### config.mk
export PLATFORM = sky130hd
export DESIGN_NAME = clause_loader_flat
export DESIGN_NICKNAME = d
export VERILOG_FILES = /design/src/rtl/clause_loader_pkg.sv /design/src/rtl/clause_loader_if.sv /design/src/rtl/clause_loader_assembler.sv /design/src/rtl/clause_loader.sv /design/src/flat_wrapper.sv
export SDC_FILE = /design/constraint.sdc
export NUM_CORES = 1
export LEC_CHECK = 0
export ABC_AREA = 1
export ABC_CLOCK_PERIOD_IN_PS = 2700
export BUFFER_PORTS_ARGS = -buffer_cell sky130_fd_sc_hd__buf_2
export CAP_MARGIN = 5
export CORE_AREA = 3 3 102 104
export CTS_BUF_LIST = sky130_fd_sc_hd__clkbuf_4 sky130_fd_sc_hd__clkbuf_8
export DETAILED_ROUTE_END_ITERATION = 16
export DIE_AREA = 0 0 105 107
export GPL_ROUTABILITY_DRIVEN = 0
export MAX_ROUTING_LAYER = met4
export PLACE_DENSITY = 0.71
export SETUP_SLACK_MARGIN = 0.2
export SYNTH_ARGS = -nofsm -noshare
export SYNTH_HDL_FRONTEND = slang
export SYNTH_HIERARCHICAL = 1
export SYNTH_SLANG_ARGS = --single-unit
### constraint.sdc
create_clock -name in_clk -period 2.7 [get_ports in_clk]
set_input_delay 0.54 -clock in_clk [delete_from_list [all_inputs] [get_ports in_clk]]
set_output_delay 0.54 -clock in_clk [all_outputs]
set_load 0.01 [all_outputs]
### src/rtl/clause_loader_pkg.sv
// Shared widths, sizes and FSM encoding for the clause loader.
// Imported by the stream interface, the assembler and the top.
package clause_loader_pkg;

    localparam int MAXIMUM_BIT_WIDTH_OF_COEFFICIENT = 8;
    localparam int MAXIMUM_BIT_WIDTH_OF_VARIABLE_INDEX = 2;
    localparam int MAX_BIT_WIDTH_OF_CLAUSES_INDEX = 3;

    localparam int COEF_W = MAXIMUM_BIT_WIDTH_OF_COEFFICIENT;
    localparam int CIW = MAX_BIT_WIDTH_OF_CLAUSES_INDEX;

    localparam int NUMBER_OF_INTEGER_VARIABLES =
        2 ** MAXIMUM_BIT_WIDTH_OF_VARIABLE_INDEX;
    localparam int COEFFICIENTS_PER_CLAUSE =
        NUMBER_OF_INTEGER_VARIABLES + 1;
    localparam int CLAUSE_WIDTH =
        COEFFICIENTS_PER_CLAUSE * COEF_W;
    localparam int NUMBER_OF_CLAUSES = 2 ** CIW;
    localparam int BEAT_W = $clog2(COEFFICIENTS_PER_CLAUSE);

    typedef enum logic [1:0] {
        S_IDLE,
        S_LOAD,
        S_WRITE,
        S_DONE
    } state_t;

    function automatic logic [CIW:0] saturate_count(
        input logic [CIW:0] n
    );
        if (n > (CIW + 1)'(NUMBER_OF_CLAUSES))
            return (CIW + 1)'(NUMBER_OF_CLAUSES);
        return n;
    endfunction

endpackage

### src/rtl/clause_loader_if.sv
// Word-serial coefficient stream with a valid/ready handshake.
// The loader is the slave; the coefficient source is the master.
interface clause_loader_if;
    import clause_loader_pkg::*;

    logic [COEF_W-1:0] in_coefficient;
    logic              in_coefficient_valid;
    logic              out_coefficient_ready;

    modport master (
        output in_coefficient,
        output in_coefficient_valid,
        input  out_coefficient_ready
    );

    modport slave (
        input  in_coefficient,
        input  in_coefficient_valid,
        output out_coefficient_ready
    );

endinterface

### src/rtl/clause_loader_assembler.sv
// Beat counter plus per-slice capture of the variable coefficients.
// The bias beat is not stored here; the top merges it on the fly.
module clause_assembler
    import clause_loader_pkg::*;
(
    input  logic                      clk,
    input  logic                      rst_n,
    input  logic                      clear,
    input  logic                      accept,
    input  logic [COEF_W-1:0]         data,
    output logic                      last_beat,
    output logic [CLAUSE_WIDTH-COEF_W-1:0] variables
);

    logic [BEAT_W-1:0] beat_q;

    assign last_beat =
        (beat_q == BEAT_W'(NUMBER_OF_INTEGER_VARIABLES));

    always_ff @(posedge clk) begin
        if (!rst_n) begin
            beat_q    <= '0;
            variables <= '0;
        end else if (clear) begin
            beat_q <= '0;
        end else if (accept) begin
            beat_q <= last_beat ? '0 : beat_q + BEAT_W'(1);
            for (int b = 0; b < NUMBER_OF_INTEGER_VARIABLES; b++) begin
                if (beat_q == BEAT_W'(b))
                    variables[b*COEF_W +: COEF_W] <= data;
            end
        end
    end

endmodule

### src/rtl/clause_loader.sv
// Assembles clauses from the coefficient stream and writes them
// to the ClauseRegister bank, building the reduce-enable mask.
module clause_loader
    import clause_loader_pkg::*;
(
    input  logic                    in_clk,
    input  logic                    in_reset,
    input  logic                    in_start,
    input  logic [CIW:0]            in_number_of_clauses,
    clause_loader_if.slave          coef_bus,
    output logic [CLAUSE_WIDTH-1:0] out_clause_coefficients,
    output logic [CIW-1:0]          out_clause_index,
    output logic                    out_clause_write,
    output logic [NUMBER_OF_CLAUSES-1:0] out_reduce_enable,
    output logic                    out_busy,
    output logic                    out_done
);

    state_t state_q, state_d;

    logic [CIW:0]   n_q;
    logic [CIW-1:0] clause_q;
    logic           ready;
    logic           accept;
    logic           clear;
    logic           last_beat;
    logic           last_clause;
    logic           start_ok;
    logic [CLAUSE_WIDTH-COEF_W-1:0] variables;

    assign coef_bus.out_coefficient_ready = ready;
    assign accept = coef_bus.in_coefficient_valid && (state_q == S_LOAD);
    assign start_ok = in_start && (state_q == S_IDLE);
    assign last_clause =
        (({1'b0, clause_q} + (CIW + 1)'(1)) == n_q);

    clause_assembler u_assembler (
        .clk       (in_clk),
        .rst_n     (in_reset),
        .clear     (clear),
        .accept    (accept),
        .data      (coef_bus.in_coefficient),
        .last_beat (last_beat),
        .variables (variables)
    );

    always_ff @(posedge in_clk) begin
        if (!in_reset) state_q <= S_IDLE;
        else           state_q <= state_d;
    end

    always_comb begin
        state_d          = state_q;
        ready            = 1'b0;
        out_clause_write = 1'b0;
        out_done         = 1'b0;
        clear            = 1'b0;
        unique case (state_q)
            S_IDLE: begin
                if (in_start) begin
                    clear   = 1'b1;
                    state_d = (saturate_count(in_number_of_clauses) == '0)
                            ? S_DONE : S_LOAD;
                end
            end
            S_LOAD: begin
                ready = 1'b1;
                if (accept && last_beat) state_d = S_WRITE;
            end
            S_WRITE: begin
                out_clause_write = 1'b1;
                state_d = last_clause ? S_DONE : S_LOAD;
            end
            S_DONE: begin
                out_done = 1'b1;
                state_d  = S_IDLE;
            end
        endcase
    end

    // Output bus is captured on the bias beat so it holds between writes.
    always_ff @(posedge in_clk) begin
        if (!in_reset) begin
            n_q                     <= '0;
            clause_q                <= '0;
            out_reduce_enable       <= '0;
            out_busy                <= 1'b0;
            out_clause_coefficients <= '0;
            out_clause_index        <= '0;
        end else begin
            if (start_ok) begin
                n_q               <= saturate_count(in_number_of_clauses);
                clause_q          <= '0;
                out_reduce_enable <= '0;
                out_busy          <= 1'b1;
            end
            if (accept && last_beat) begin
                out_clause_coefficients <=
                    {coef_bus.in_coefficient, variables};
                out_clause_index <= clause_q;
            end
            if (state_q == S_WRITE) begin
                out_reduce_enable[clause_q] <= 1'b1;
                if (!last_clause) clause_q <= clause_q + CIW'(1);
            end
            if (state_q == S_DONE) out_busy <= 1'b0;
        end
    end

endmodule

### src/flat_wrapper.sv
// flat-port wrapper written by rule: the top's interface ports become plain ports
module clause_loader_flat import clause_loader_pkg::*;
  (in_clk, in_reset, in_start, in_number_of_clauses, out_clause_coefficients, out_clause_index, out_clause_write, out_reduce_enable, out_busy, out_done, coef_bus_in_coefficient, coef_bus_in_coefficient_valid, coef_bus_out_coefficient_ready);
  clause_loader_if coef_bus_i ();
  input  logic in_clk;
  input  logic in_reset;
  input  logic in_start;
  input  logic [CIW:0] in_number_of_clauses;
  output logic [CLAUSE_WIDTH-1:0] out_clause_coefficients;
  output logic [CIW-1:0] out_clause_index;
  output logic out_clause_write;
  output logic [NUMBER_OF_CLAUSES-1:0] out_reduce_enable;
  output logic out_busy;
  output logic out_done;
  input wire logic [$bits(coef_bus_i.in_coefficient)-1:0] coef_bus_in_coefficient;
  input wire logic [$bits(coef_bus_i.in_coefficient_valid)-1:0] coef_bus_in_coefficient_valid;
  output wire logic [$bits(coef_bus_i.out_coefficient_ready)-1:0] coef_bus_out_coefficient_ready;
  assign coef_bus_i.in_coefficient = coef_bus_in_coefficient;
  assign coef_bus_i.in_coefficient_valid = coef_bus_in_coefficient_valid;
  assign coef_bus_out_coefficient_ready = coef_bus_i.out_coefficient_ready;
  clause_loader u_core (.in_clk(in_clk), .in_reset(in_reset), .in_start(in_start), .in_number_of_clauses(in_number_of_clauses), .coef_bus(coef_bus_i), .out_clause_coefficients(out_clause_coefficients), .out_clause_index(out_clause_index), .out_clause_write(out_clause_write), .out_reduce_enable(out_reduce_enable), .out_busy(out_busy), .out_done(out_done));
endmodule
Yosys cells after proc, flatten, opt, wreduce, memory -nomap -nowiden:

Index checks and enable logic that the tools add are counted.

* register bits: 96
* latch bits: 0
* RAM bits: 0
* bits in read-only memories: 0
* bits of input ports: 16
* output and inout bits: 55
* logic and storage cells: 74
* memories kept: 0

* add/subtract/negate cells: 3
* $mul: 0
* div/mod/pow operators: 0
* $lt $le $gt $ge: 3
* equal/unequal tests: 10
* shift-type cells: 0
* muxes and demuxes: 29
* bitwise logic cells: 3
* reduce and logical (&&, ||, !) cells: 14

Operators by type and width (number)
* $mux W8: 3
* $mux W4: 5
* $mux W3: 4
* $reduce_and A3 Y1: 4
* $mux W1: 11
* $mux W2: 4
* $or A8 B8 Y8: 1
* $pmux W2 S4: 1
* $add A3 B1 Y3 const B: 2
* $eq A3 B2 Y1 const B: 2
* $add A3 B1 Y4 const B: 1
* $eq A2 B2 Y1 const B: 2
* $eq A4 B4 Y1: 1
* $gt A4 B4 Y1 const B: 1
* $logic_and A1 B1 Y1: 4
* $logic_not A4 Y1: 1
* $lt A3 B4 Y1 const B: 1
* $ne A2 B2 Y1 const B: 2
* $reduce_or A2 Y1: 2
* $demux W1 S3: 1
* $eq A3 B1 Y1 const B: 1
* $eq A3 B3 Y1 const B: 1
* $ge A3 B1 Y1 const B: 1
* $logic_not A3 Y1: 1
* other kinds (4): 5

Logic depth before layout (Yosys ltp):

Gate-level depths: netlist of the first run.

* depth after elaboration: 11
* mapped depth: 11
* mapped depth without buffers: 11

Cells and area by module:

The synthesis of the first run kept the hierarchy.

Modules (own cells, without submodules)
* clause_loader: instances 1, cells an instance 317, area each 2657.5 um^2, sequential area each 1221.2 um^2
* clause_assembler: instances 1, cells an instance 207, area each 1514.0 um^2, sequential area each 700.7 um^2

Worst setup path before layout of the first run:

No wires, ideal clock.

* path type: input to register
* start point: input port in_start
* end point: register u_core.u_assembler.variables[0]
* library setup time: 64 ps
* data arrival time: 1399 ps
* data required time: 2636 ps
* path slack: 1237 ps
* cell stages on the path: 7
* buffers on the path: 0
* path through: nand2_1 inv_1 inv_1 nand2_1 nor2_4 nor2_1 nor2_1

* word-level cells in the longest chain between the ends: 4

RTL lines
* start, declared: RTL line flat_wrapper.sv:7 `input logic in_start;`
* $mux W1: RTL line clause_loader.sv:60 `if (in_start) begin`
* $mux W1: RTL line clause_loader.sv:58 `unique case (state_q)`
* net u_core.clear: RTL line clause_loader.sv:25 `logic clear;`
* $not A1 Y1 (no source line)
* $reduce_and A3 Y1 (no source line)
* end signal, assigned by index: RTL line clause_loader_assembler.sv:30 `variables[b*COEF_W +: COEF_W] <= data;`
* end, declared: RTL line clause_loader_assembler.sv:12 `output logic [CLAUSE_WIDTH-COEF_W-1:0] variables`

The timed path passes the listed nets, and every way through them passes these cells.
A chain may end at the register's enable or synchronous reset.

Worst setup path in the final report of the first run:

* start point: register u_core.u_assembler.beat_q[0]
* end point: register u_core.state_q[1]

* word-level cells in the longest chain between the ends: 4

RTL lines
* start, declared: RTL line clause_loader_assembler.sv:15 `logic [BEAT_W-1:0] beat_q;`
* start signal, assigned: RTL line clause_loader_assembler.sv:27 `beat_q <= last_beat ? '0 : beat_q + BEAT_W'(1);`
* $eq A3 B3 Y1: RTL line clause_loader_assembler.sv:18 `(beat_q == BEAT_W'(NUMBER_OF_INTEGER_VARIABLES));`
* net u_core.last_beat: RTL line clause_loader.sv:26 `logic last_beat;`
* $logic_and A1 B1 Y1: RTL line clause_loader.sv:68 `if (accept && last_beat) state_d = S_WRITE;`
* $ne A2 B2 Y1 (no source line)
* $reduce_and A2 Y1 (no source line)
* end signal, assigned: RTL line clause_loader.sv:49 `else state_q <= state_d;`
* end, declared: RTL line clause_loader.sv:19 `state_t state_q, state_d;`

The timed path passes the listed nets, and every way through them passes these cells.

==> reports/results.tsv, run 1 <==
metric	value	unit
status	finished, final reports clean	
grt_max_degree	47	
die_x	105	um
ys_types	30	
r2r_slack	0.69	ns
required	2.95	ns
final_core_util	49.81	%
netlist_area	4172	um2
via_per_inst	4.726	
io_buffer_count	70	
startpoint_type	flip-flop	
cp_cell_sequence	inv_1 -> ha_1 -> nand2_1 -> inv_1 -> nand2_4 -> inv_8 -> nor2_2 -> nor2_1 -> nand2_1 -> a21oi_2	
endpoint_kind	flip-flop	
layout_common_cells	nand2_1, dfxtp_1, buf_2	
finalClockSkew	0.01056	ns
multi_input_area	1936	um2
dpl_worst_slack	0.6725	ns
final_common_cell	nand2_1	
dp_hpwl	6303	um
firstDrtPassIters	4	
rsz0062_at_grt	no	
clk_pin_slew	0.09	ns
cts_root_buffer	clkbuf_8	
p_leak	2.021	nW
dieArea	11240	um2
antenna_found_initial	0	
cpMaxStageDelayCell	dfxtp_1	
tightest_slew	0.6540	ns
final.setup.tns	0	ns
crit_arrival	2.27	ns
fmax	496.7	MHz
cts_buffers	9	
critPathMaxFanout	46	
critPathKind	reg2reg	
min_period	2.013	ns
setup_viol	0	
fillers	945	
slowest_delay	0.39	ns
areaGrowthSynthToFinish	15.09	%
busiest_layer	met2	
layout_setup_ws	0.6868	ns
synth_ff_type	dfxtp_1	
clock_latency	0.36	ns
hp-class	in2reg	
drive_above_1_share	30.32	%
slew_viol_final	0	
met3_usage	3.552	%
syn_nets	546	
start_util	43.28	%
die_h	107	um
overflow	0	
grt_pass1_wl	15340	um
ys_warn_count	6	
vias	3403	
fin_nets	605	
relSlewSlack	56.30	%
fin_crit_sh	74.56	%
ir_worst_vdd	0.2493	mV
maxCapViolCount	0	
gr-usage-met1	20.77	%
powerDensity	596.7	nW/um2
cts_buffer_depth	2	
cts_resized	0	
cts_tree	built	
regArea	1922	um2
grt_util_all_layers	17.04	%
top_level_ports	71	
synthArstFlopShare	0	%
synth-seq-cells	96	
core-area	9639	um2
ant_nets	0	
power	2.865	mW
hold_buffers	0	
use_met2	27.64	%
num_rows	36	
drc_errors	0	
clock-sinks	96	
synth_edf_count	0	
n_antenna_cell	0	
wirelength	8959	um
post_cts_buffers	0	
h-tree-depth	3	
drtIter0Drc	90	
syn_inst	524	
routedWlPerCell	12.44	um
grt_pass1_vias	3365	
avgSynthCellArea	7.961	um2
yosysSeqAreaShare	46.07	%
hold_viol	0	
## flip-flops by register name, indices dropped and copies added, names as in the netlist
signal / flops
u_core/out_reduce_enable: 8
u_core/u_assembler/beat_q: 3
u_core/out_busy: 1
u_core/state_q: 2
u_core/u_assembler/variables: 32
u_core/n_q: 4
u_core/out_clause_coefficients: 40
u_core/clause_q: 3
u_core/out_clause_index: 3
## area by class of cell
cell class	instances	area share (%)
Inverter	34	2.815
Sequential cell	96	40.03
Clock buffer	9	2.580
Timing Repair Buffer	73	8.027
Clock inverter	6	2.763
Multi-Input combinational cell	369	40.32
Tap cell	133	3.466
## routing by layer
| metal | wire, um | share of wire, % |
|---|---|---|
| met5 | 0 | 0 |
| met4 | 171 | 1.9 |
| met3 | 407 | 4.5 |
| met2 | 4083 | 46 |
| met1 | 4296 | 48 |
## metrics by stage
stage	hold WS, ns	cell area [um2]	cells
after global routing	0.4190	4801	720
after floorplan	0.4438	4172	524
after CTS	0.4112	4801	720
after global placement	0.4554	4544	705
after detailed placement	0.4567	4544	705
final	0.4279	4801	720
## critical path, delay by kind of cell, from the launching register on
| kind | cells | cell delay, ns |
|---|---|---|
| AND/OR/NAND/NOR | 5 | 0.81 |
| buffers and inverters | 3 | 0.43 |
| flip-flops | 1 | 0.39 |
| adder cells (fa/ha/maj) | 1 | 0.24 |
| AO/OA/AOI/OAI | 1 | 0.03 |
## synthesized netlist by cell type, types with 2 or more instances
cell type	number	area [um2]
dfxtp_1	96	1922
a21boi_0	2	15.01
nand2_1	127	476.7
inv_1	31	116.4
nand2_2	38	237.7
nor2_1	68	255.2
nor3_1	2	10.01
a21boi_1	6	45.04
o21ai_0	7	35.03
nand3_1	42	210.2
nand3b_1	2	15.01
nand4_1	3	18.77
buf_2	8	40.04
nor2_4	4	45.04
nand2_4	2	22.52
clkbuf_1	7	26.28
buf_12	3	60.06
nor2_2	2	12.51
a21oi_1	15	75.07
buf_4	4	30.03
a21oi_2	39	341.6
inv_2	2	7.510
buf_1	2	7.510
ha_1	6	75.07
## final timing paths
check                                                startpoint                                end  cells past startpoint
worst max-delay path               u_core/u_assembler/beat_q[0]                  u_core/state_q[1]                     10
worst min-delay path                    in_number_of_clauses[2]                      u_core/n_q[2]                      3
worst max register to register     u_core/u_assembler/beat_q[0]                  u_core/state_q[1]                     10
worst min register to register  u_core/u_assembler/variables[6]  u_core/out_clause_coefficients[6]                      2
## power breakdown
group	leakage (nW)	internal (mW)	switching (mW)	total (mW)
Combinational	1.12	0.0681	0.148	0.216
Clock	0.125	0.702	0.482	1.18
Sequential	0.775	1.44	0.0249	1.46
## logic make-up (layout without fill, tap and decap cells)
family / after synthesis / count (layout) / synth area share, %
AOI/OAI and AO/OA: 70 / 70 / 12.45
xor gates and xnor gates: 2 / 2 / 0.4200
adders and majority gates: 6 / 6 / 1.800
buffers and inverters: 59 / 122 / 7.529
DFF: 96 / 96 / 46.07
and+or+nand+nor: 291 / 291 / 31.73
Power figures use the tool's default switching activity.
==> run 2, diff against run 1 <==
--- a/config.mk
+++ b/config.mk
@@ -6,7 +6,7 @@
 export NUM_CORES = 1
 export LEC_CHECK = 0
 export ABC_AREA = 1
-export ABC_CLOCK_PERIOD_IN_PS = 2700
+export ABC_CLOCK_PERIOD_IN_PS = 1760
 export BUFFER_PORTS_ARGS = -buffer_cell sky130_fd_sc_hd__buf_2
 export CAP_MARGIN = 5
 export CORE_AREA = 3 3 102 104
@@ -15,7 +15,7 @@
 export DIE_AREA = 0 0 105 107
 export GPL_ROUTABILITY_DRIVEN = 0
 export MAX_ROUTING_LAYER = met4
-export PLACE_DENSITY = 0.71
+export PLACE_DENSITY = 0.73
 export SETUP_SLACK_MARGIN = 0.2
 export SYNTH_ARGS = -nofsm -noshare
 export SYNTH_HDL_FRONTEND = slang
==> constraint.sdc (replaced) <==
create_clock -name in_clk -period 1.76 [get_ports in_clk]
set_input_delay 0.352 -clock in_clk [delete_from_list [all_inputs] [get_ports in_clk]]
set_output_delay 0.352 -clock in_clk [all_outputs]
set_load 0.01 [all_outputs]
==> reports/results.tsv, run 2 (synthesized netlist as in run 1, its figures left out) <==
metric	value	unit	change
cts_buffers	9		unchanged
dp_hpwl	6622	um	+5.1%
r2r_slack	0.28	ns	-0.41 ns
clock-sinks	96		unchanged
endpoint_kind	flip-flop		
powerDensity	831.0	nW/um2	+39%
startpoint_type	flip-flop		
relSlewSlack	68.97	%	+13 points
n_antenna_cell	0		unchanged
top_register	u_core/out_clause_coefficients		
start_util	43.28	%	unchanged
combPwrFrac	9.3	%	+1.8 points
layout_common_cells	nand2_1, dfxtp_1, buf_2		
drtIter0Drc	215		+140%
cts_root_buffer	clkbuf_8		
critPathMaxFanout	12		-74%
rsz0062_at_grt	no		
die_h	107	um	unchanged
ir_worst_vdd	0.4414	mV	+77%
clock_power_share	36.7	%	-4.6 points
timing.rr.end	u_core/state_q[1]		
wirelength	9773	um	+9.1%
die_x	105	um	unchanged
critPathKind	reg2reg		
grt_pass1_wl	15680	um	+2.2%
hp-class	in2reg		
drc_errors	0		unchanged
wl_met1	4474	um	+4.1%
antenna_found_initial	0		unchanged
worstHoldEndpoint	u_core/n_q[2]		
vias	3555		+4.5%
firstDrtPassIters	5		+1
slew_viol_final	0		unchanged
routedWlPerCell	13.28	um	+6.7%
h-tree-depth	3		unchanged
largest_register_ff_count	40		unchanged
areaGrowthSynthToFinish	19.62	%	
worstHoldPathCells	3		unchanged
fin_nets	620		+2.5%
dieArea	11240	um2	unchanged
status	finished, final reports clean		
reg2reg_depth	10		unchanged
clock_latency	0.37	ns	about the same
seq_power_share	54.1	%	+3.0 points
setup_viol	0		unchanged
highest_layer	met4		
required	2.06	ns	-0.89 ns
cts_tree	built		
p_leak	2.094	nW	+3.6%
final_core_util	51.77	%	+2.0 points
final_common_cell	nand2_1		
io_buffer_count	70		unchanged
maxCapViolCount	0		unchanged
fin_crit_sh	84.32	%	+9.8 points
fillers	943		-0.21%
ant_nets	0		unchanged
p_int	3.113	mW	+41%
worstHoldStart	in_number_of_clauses[2]		
overflow	0		unchanged
final.setup.tns	0	ns	unchanged
core-area	9639	um2	unchanged
crit_arrival	1.79	ns	-0.48 ns
r2r_start	u_core/u_assembler/beat_q[1]		
tightest_slew	0.4638	ns	-0.1901 ns
grt_max_degree	29		-38%
via_per_inst	4.830		+2.2%
top_level_ports	71		unchanged
finalClockSkew	0.009954	ns	-0.0006055 ns
largestRegisters	u_core/out_clause_coefficients (40), u_core/u_assembler/variables (32), u_core/out_reduce_enable (8)		
p_sw	1.033	mW	+58%
drive_above_1_share	34.83	%	+4.5 points
swShare	24.92	%	+2.1 points
hold_viol	0		unchanged
clk_pin_slew	0.09	ns	about the same
cts_buffer_depth	2		unchanged
wl_met3	472	um	+16%
hold_buffers	0		unchanged
num_rows	36		unchanged
grt_pass1_vias	3341		-0.71%
dr_wl_met2	4623	um	+13%
fmax	673.9	MHz	+36%
grt_util_all_layers	17.53	%	+0.50 points
min_period	1.484	ns	-0.5291 ns
## run 2: cell count changes in the layout (fill, tap and decap cells not counted), moves of 3 or more
cell       delta
nand2_1       -3
nor2_1        -3
dfxtp_2       +3
inv_2         +3
inv_1         -3
bufinv_16     -3
buf_4         +8
buf_6         +3
nand2_2       +3
clkbuf_8      +3
dfxtp_1       -4
## run 2: power groups by stage
stage	Sequential (mW)	Clock [mW]	Combinational [mW]
after CTS	2.24	1.57	0.354
after global placement	2.29	0	0.341
after detailed placement	2.29	0	0.349
after floorplan	2.29	0	0.251
final	2.24	1.52	0.384
after global routing	2.25	1.65	0.423
## run 2: area by class of cell
cell class | count | area, um2 | area share, %
Clock buffer | 12 | 165.2 | 3.310
Clock inverter | 4 | 51.30 | 1.028
Sequential cell | 96 | 1929 | 38.67
Tap cell | 133 | 166.4 | 3.335
Multi-Input combinational cell | 369 | 1984 | 39.77
Timing Repair Buffer | 86 | 524.3 | 10.51
Inverter | 34 | 143.9 | 2.884
Timing Repair inverter | 2 | 25.02 | 0.5015
## run 2: worst max-delay path by stage
stage / start / end / slack (ns) / cells after the start
floorplan: u_core/state_q[0] / u_core/u_assembler/variables[0] / 0.33 / 8
global placement: u_core/u_assembler/beat_q[0] / u_core/state_q[1] / 0.13 / 10
detailed placement: u_core/u_assembler/beat_q[0] / u_core/state_q[1] / 0.03 / 10
CTS: u_core/u_assembler/beat_q[1] / u_core/out_clause_coefficients[18] / 0.16 / 8
global route: u_core/u_assembler/beat_q[1] / u_core/state_q[1] / 0.19 / 10
finish: u_core/u_assembler/beat_q[1] / u_core/state_q[1] / 0.28 / 10
## run 2: stage by stage
step                hold WS (ns)  area (um2)  power (mW)  cells  setup slack [ns]
global route              0.2360        4990       4.318    736            0.1943
CTS                       0.2153        4855       4.164    732            0.1583
global placement          0.4561        4592       2.629    713            0.1344
finish                    0.2372        4990       4.146    736            0.2760
detailed placement        0.4538        4592       2.640    713           0.03017
floorplan                 0.4438        4172       2.536    524            0.3281
## run 2: worst max-delay path, cell delays in order, from the launching register on
cell     delay (ns)
dfxtp_2        0.34
inv_1          0.14
ha_4           0.17
nand2_2        0.08
inv_2          0.12
nand2_8        0.14
inv_16         0.13
nor2_2         0.05
nor2_1         0.08
nand2_1        0.06
a21oi_2        0.10
## run 2: timing repair
item                       4_1_cts  5_1_grt
pin swaps                        2        6
resized for setup                6       24
buffers inserted                 2        2
gates cloned                     1        2
setup endpoints to repair       47       83
## run 2: per-layer routing
metal  track usage, %  vias up
li1                 -     1802
met3            4.395       16
met1            21.94     1653
met2            27.41       84
met4            6.842        0
met5                -        -
